==> config.mk <==
export PLATFORM = sky130hd
export DESIGN_NAME = skid_buffer
export DESIGN_NICKNAME = d
export VERILOG_FILES = /design/src/rtl/skid_pkg.sv /design/src/rtl/dff.sv /design/src/rtl/skid_buffer.sv
export SDC_FILE = /design/constraint.sdc
export NUM_CORES = 1
export LEC_CHECK = 0
export ABC_AREA = 1
export CAP_MARGIN = 10
export CORE_AREA = 3 3 51 53
export CTS_CLUSTER_SIZE = 25
export DETAILED_ROUTE_END_ITERATION = 12
export DIE_AREA = 0 0 54 56
export PLACE_DENSITY = 0.72
export SLEW_MARGIN = 5
export SYNTH_ARGS = -nofsm -noshare
export SYNTH_HDL_FRONTEND = slang
export SYNTH_SLANG_ARGS = --single-unit
export TNS_END_PERCENT = 1
==> constraint.sdc <==
create_clock -name clk -period 2.33 [get_ports clk]
set_clock_uncertainty 0.15 [all_clocks]
set_input_delay 0.466 -clock clk [delete_from_list [all_inputs] [get_ports clk]]
set_output_delay 0.466 -clock clk [all_outputs]
set_load 0.03 [all_outputs]
==> src/rtl/skid_pkg.sv <==
// Shared constants for the skid buffer: FSM state encodings and occupancy levels.
package skid_pkg;

    localparam logic [1:0] SKID_EMPTY = 2'b00;
    localparam logic [1:0] SKID_BUSY  = 2'b01;
    localparam logic [1:0] SKID_FULL  = 2'b10;

    localparam logic [1:0] LEVEL_ZERO = 2'd0;
    localparam logic [1:0] LEVEL_ONE  = 2'd1;
    localparam logic [1:0] LEVEL_TWO  = 2'd2;

    function automatic logic [1:0] state_level(input logic [1:0] st);
        case (st)
            SKID_BUSY: return LEVEL_ONE;
            SKID_FULL: return LEVEL_TWO;
            default:   return LEVEL_ZERO;
        endcase
    endfunction

endpackage

==> src/rtl/dff.sv <==
// Enabled data register with selectable sync/async reset and reset polarity; resets to zero.
module dff #(
    parameter int unsigned WIDTH          = 8,
    parameter bit          ASYNC_RESET    = 1'b1,
    parameter bit          RESET_POLARITY = 1'b0
) (
    input  logic             clk,
    input  logic             rst,
    input  logic             en,
    input  logic [WIDTH-1:0] d,
    output logic [WIDTH-1:0] q
);

    generate
        if (ASYNC_RESET && !RESET_POLARITY) begin : g_async_low
            always_ff @(posedge clk or negedge rst) begin
                if (!rst) begin
                    q <= '0;
                end else if (en) begin
                    q <= d;
                end
            end
        end else if (ASYNC_RESET) begin : g_async_high
            always_ff @(posedge clk or posedge rst) begin
                if (rst) begin
                    q <= '0;
                end else if (en) begin
                    q <= d;
                end
            end
        end else begin : g_sync
            always_ff @(posedge clk) begin
                if (rst == RESET_POLARITY) begin
                    q <= '0;
                end else if (en) begin
                    q <= d;
                end
            end
        end
    endgenerate

endmodule

==> src/rtl/skid_buffer.sv <==
// Two-entry ready/valid register slice: in_ready and out_valid come from registered state only,
// so there is no combinational path from out_ready back to in_ready.
module skid_buffer
    import skid_pkg::*;
#(
    parameter int unsigned WIDTH = 8
) (
    input  logic             clk,
    input  logic             rst,
    input  logic             flush,
    input  logic             in_valid,
    output logic             in_ready,
    input  logic [WIDTH-1:0] in_data,
    output logic             out_valid,
    input  logic             out_ready,
    output logic [WIDTH-1:0] out_data,
    output logic [1:0]       level
);

    logic [1:0]       state_q, state_d;
    logic             in_fire, out_fire;
    logic             main_en, main_from_skid, skid_en;
    logic [WIDTH-1:0] main_d, skid_q;

    assign out_valid = (state_q != SKID_EMPTY);
    assign in_ready  = (state_q != SKID_FULL);
    assign level     = state_level(state_q);

    assign in_fire  = in_valid & in_ready;
    assign out_fire = out_valid & out_ready;

    always_comb begin
        state_d        = state_q;
        main_en        = 1'b0;
        main_from_skid = 1'b0;
        skid_en        = 1'b0;
        if (flush) begin
            // Flush wins over any handshake; a beat accepted this cycle is dropped.
            state_d = SKID_EMPTY;
        end else begin
            case (state_q)
                SKID_EMPTY: begin
                    if (in_fire) begin
                        state_d = SKID_BUSY;
                        main_en = 1'b1;
                    end
                end
                SKID_BUSY: begin
                    if (in_fire && !out_fire) begin
                        state_d = SKID_FULL;
                        skid_en = 1'b1;
                    end else if (!in_fire && out_fire) begin
                        state_d = SKID_EMPTY;
                    end else if (in_fire && out_fire) begin
                        main_en = 1'b1;
                    end
                end
                SKID_FULL: begin
                    if (out_fire) begin
                        state_d        = SKID_BUSY;
                        main_en        = 1'b1;
                        main_from_skid = 1'b1;
                    end
                end
                default: state_d = SKID_EMPTY;
            endcase
        end
    end

    always_ff @(posedge clk or negedge rst) begin
        if (!rst) begin
            state_q <= SKID_EMPTY;
        end else begin
            state_q <= state_d;
        end
    end

    assign main_d = main_from_skid ? skid_q : in_data;

    dff #(
        .WIDTH         (WIDTH),
        .ASYNC_RESET   (1'b1),
        .RESET_POLARITY(1'b0)
    ) u_main_reg (
        .clk(clk),
        .rst(rst),
        .en (main_en),
        .d  (main_d),
        .q  (out_data)
    );

    dff #(
        .WIDTH         (WIDTH),
        .ASYNC_RESET   (1'b1),
        .RESET_POLARITY(1'b0)
    ) u_skid_reg (
        .clk(clk),
        .rst(rst),
        .en (skid_en),
        .d  (in_data),
        .q  (skid_q)
    );

endmodule
==> results.json <==
{
  "clockBufferDepth": 2,
  "postRouteWirelength_um": 1910,
  "slew_headroom_pct": 63.8,
  "grt_util_all_layers_pct": 14.2,
  "placement.cell_area_um2": 1210,
  "critical_path.endpoint_type": "output pin",
  "fmaxAchievable_mhz": 444,
  "critical_path_required_ns": 1.71,
  "cts_max_level": 1,
  "remaining_antenna_violation_count_after_routing": 0,
  "drt-pass1-iter-count": 4,
  "core_um2": 2190,
  "netSwitchingPower_mw": 0.433,
  "rows": 17,
  "timing_worst_setup_path_type": "flip-flop to output pin",
  "synth_cell_types": 19,
  "largest_cells_by_area_after_synthesis": "sky130_fd_sc_hd__dfrtp_1 47%, sky130_fd_sc_hd__inv_1 9.0%, sky130_fd_sc_hd__nand2_1 8.6%, sky130_fd_sc_hd__o21ai_0 6.2%, sky130_fd_sc_hd__a21oi_2 4.5%",
  "clkSinkCount": 18,
  "post-route-period-util_pct": 96.6,
  "yosys_warnings": 0,
  "worstSetupEndpoint": "in_ready",
  "gate_power_share_pct": 42.4,
  "drt_iter0_markers": 13,
  "power.share.clock_pct": 14.1,
  "path_cells": "inv_2 > nand2_4 > clkdlybuf4s50_1",
  "crit_path_max_incr_delay_ns": 0.68,
  "area.growth.synth_to_final_pct": 28.6,
  "final.setup.tns_ns": 0,
  "crit_path_start": "state_q[0]",
  "detailed_place_hpwl_um": 1440,
  "global_placement_routability_congestion": 0.707,
  "final-hold-violation-count": 0,
  "peakVddDrop_mv": 0.454,
  "mostFrequentLayoutCell": "sky130_fd_sc_hd__inv_1",
  "final_min_period_ns": 2.25,
  "crit_path_top_delay_cell": "sky130_fd_sc_hd__clkdlybuf4s50_1",
  "r2r_slack_ns": 0.65,
  "clock_tree.root_cell": "sky130_fd_sc_hd__clkbuf_4",
  "cts_tree": "yes",
  "finalSetupViolations": 0,
  "worst_pin_slew_ns": 0.544,
  "hold_slack_ns": 0.334,
  "cts_buffers": 3,
  "critical_path.n_buffers_inverters": 2,
  "first_global_vias": 761,
  "grt_max_degree": 19,
  "dieWidth_um": 54,
  "route.detailed.wl_per_inst_um": 11.4,
  "fin_worst_setup_slack_ns": 0.0801,
  "outcome": "completed",
  "start_util_pct": 44.0,
  "detailroute.via_count": 798,
  "netlist_area_um2": 963,
  "globalRouteOverflowTotal": 0,
  "die_height_um": 56,
  "synth_sequential_area_ratio_pct": 46.8,
  "timing.reg2reg.worst_path_depth": 4,
  "ys_ff_latch": 18,
  "final_net_count": 155,
  "power_switching_share_pct": 39.0,
  "worstPathArrival_ns": 1.63,
  "grt_pass1_wl_um": 3220,
  "antenna_found_initial": 0,
  "seqPwrFrac_pct": 43.5,
  "netlist.top_cell.by_area": "sky130_fd_sc_hd__dfrtp_1",
  "power.internal_mw": 0.678,
  "fin_cells": 168,
  "start_kind": "flip-flop",
  "fp.dieArea_um2": 3020,
  "critical_path.max_fanout": 6,
  "finalInstanceArea_um2": 1240,
  "drc": 0,
  "setup_repair_after_global_routing_missed_its_margin": "false",
  "num_antenna_cells": 0,
  "regToRegEndpoint": "u_main_reg.q[0]",
  "worst_r2r_startpoint": "state_q[1]",
  "clkSlewWorstSetupHoldPaths_ns": 0.11,
  "avgSynthCellArea_um2": 8.38,
  "layout-drive-gt1-share_pct": 15.0,
  "num_io_pins": 25,
  "holdCritPathClass": "input pin to asynchronous set/reset pin",
  "static-leakage-power_nw": 0.640,
  "cap_violations": 0,
  "drt-vias-per-instance": 4.75,
  "slew_violations": 0,
  "power.density_cell_area_nw_per_um2": 897,
  "place_worst_setup_slack_ns": 0.254,
  "worstSetupPathDepth": 3,
  "final_cell_mix": "23 x sky130_fd_sc_hd__inv_1, 22 x sky130_fd_sc_hd__nand2_1, 21 x sky130_fd_sc_hd__clkdlybuf4s50_1",
  "portion_of_synthesized_cell_area_occupied_by_the_leading_cell_type_pct": 46.8,
  "path_delay_family": "buffers and inverters",
  "number_of_placed_cells_counting_well_taps": 165,
  "synthesis.instances": 115,
  "worstSkewPairLatency_ns": 0.29,
  "number_of_i_o_port_buffers": 24,
  "synth.net_count": 128
}
==> worst reg2reg max path, stage by stage (launching register included) <==
cell and delay (ns):
sky130_fd_sc_hd__dfrtp_1 0.47, sky130_fd_sc_hd__nor2_2 0.23, sky130_fd_sc_hd__o21ai_1 0.10, sky130_fd_sc_hd__a21oi_2 0.42, sky130_fd_sc_hd__o21ai_0 0.17
==> flip-flops by register name, summed over array words and instances (netlist names) <==
| signal | cells |
|---|---|
| u_main_reg.q | 8 |
| u_skid_reg.q | 8 |
| state_q | 2 |
==> layer usage <==
metal / global-route usage [%] / share of wire (%) / up-vias
met2: 20.8 / 47 / 23
met3: 2.41 / 6.2 / 2
li1: - / - / 409
met1: 20.0 / 45 / 364
met5: 0 / 0 / -
met4: 6.41 / 1.2 / 0
==> synthesized netlist by cell type <==
cell type and number:
sky130_fd_sc_hd__nand3_1 3, sky130_fd_sc_hd__o21ai_0 12, sky130_fd_sc_hd__nand3_2 1, sky130_fd_sc_hd__dfrtp_1 18
sky130_fd_sc_hd__o211ai_1 1, sky130_fd_sc_hd__nand3_4 1, sky130_fd_sc_hd__inv_1 23, sky130_fd_sc_hd__nand2_1 22
sky130_fd_sc_hd__nand2_4 2, sky130_fd_sc_hd__buf_6 3, sky130_fd_sc_hd__o21ai_2 4, sky130_fd_sc_hd__o31ai_1 1
sky130_fd_sc_hd__nor2_2 2, sky130_fd_sc_hd__nor2_1 9, sky130_fd_sc_hd__inv_2 1, sky130_fd_sc_hd__o21ai_1 1
sky130_fd_sc_hd__a21oi_2 5, sky130_fd_sc_hd__nor2_4 1, sky130_fd_sc_hd__a21oi_1 5
==> layout make-up <==
cell class,count,area [µm²]
clock buffer,3,22.5
fill,206,952
inverter,24,90.1
timing repair buffer,25,251
multi-input combinational,70,389
tap,28,35.0
sequential,18,450
==> power groups by stage <==
| stage | registers [mW] | logic [mW] | clock network [mW] |
|---|---|---|---|
| after CTS | 0.484 | 0.478 | 0.160 |
| after global placement | 0.484 | 0.469 | 0 |
| after detailed placement | 0.490 | 0.479 | 0 |
| after floorplan | 0.567 | 0.226 | 0 |
| after global routing | 0.494 | 0.517 | 0.177 |
| final | 0.483 | 0.471 | 0.157 |
==> kinds of logic (layout without fill, tap and decap cells) <==
group / count (synthesis) / after routing / synth area share [%]
AND/OR/NAND/NOR: 41 / 41 / 21.3
AO/OA/AOI/OAI: 29 / 29 / 19.1
buffers and inverters: 27 / 52 / 12.9
flip-flops: 18 / 18 / 46.8
==> per-stage QoR <==
step | util [%] | total power, mW
6_report | 56.5 | 1.11
5_1_grt | 56.5 | 1.19
4_1_cts | 56.3 | 1.12
3_5_place_dp | 55.3 | 0.970
3_3_place_gp | 55.3 | 0.953
2_1_floorplan | - | 0.792
==> worst min path at each step <==
stage | start | slack [ns] | to | cells past startpoint
finish | rst | 0.33 | u_main_reg.q[1] | 2
global route | rst | 0.34 | state_q[1] | 2
CTS | rst | 0.34 | u_main_reg.q[1] | 2
detailed placement | u_skid_reg.q[5] | 0.32 | u_skid_reg.q[5] | 2
global placement | u_skid_reg.q[5] | 0.31 | u_skid_reg.q[5] | 2
floorplan | rst | 0.02 | state_q[0] | 0
==> repair_timing <==
action,CTS,global route
setup endpoints to repair,1,2
buffers inserted,0,0
resized for setup,1,2
hold buffers,0,0
Note: power is estimated with default switching activity, not from simulation.
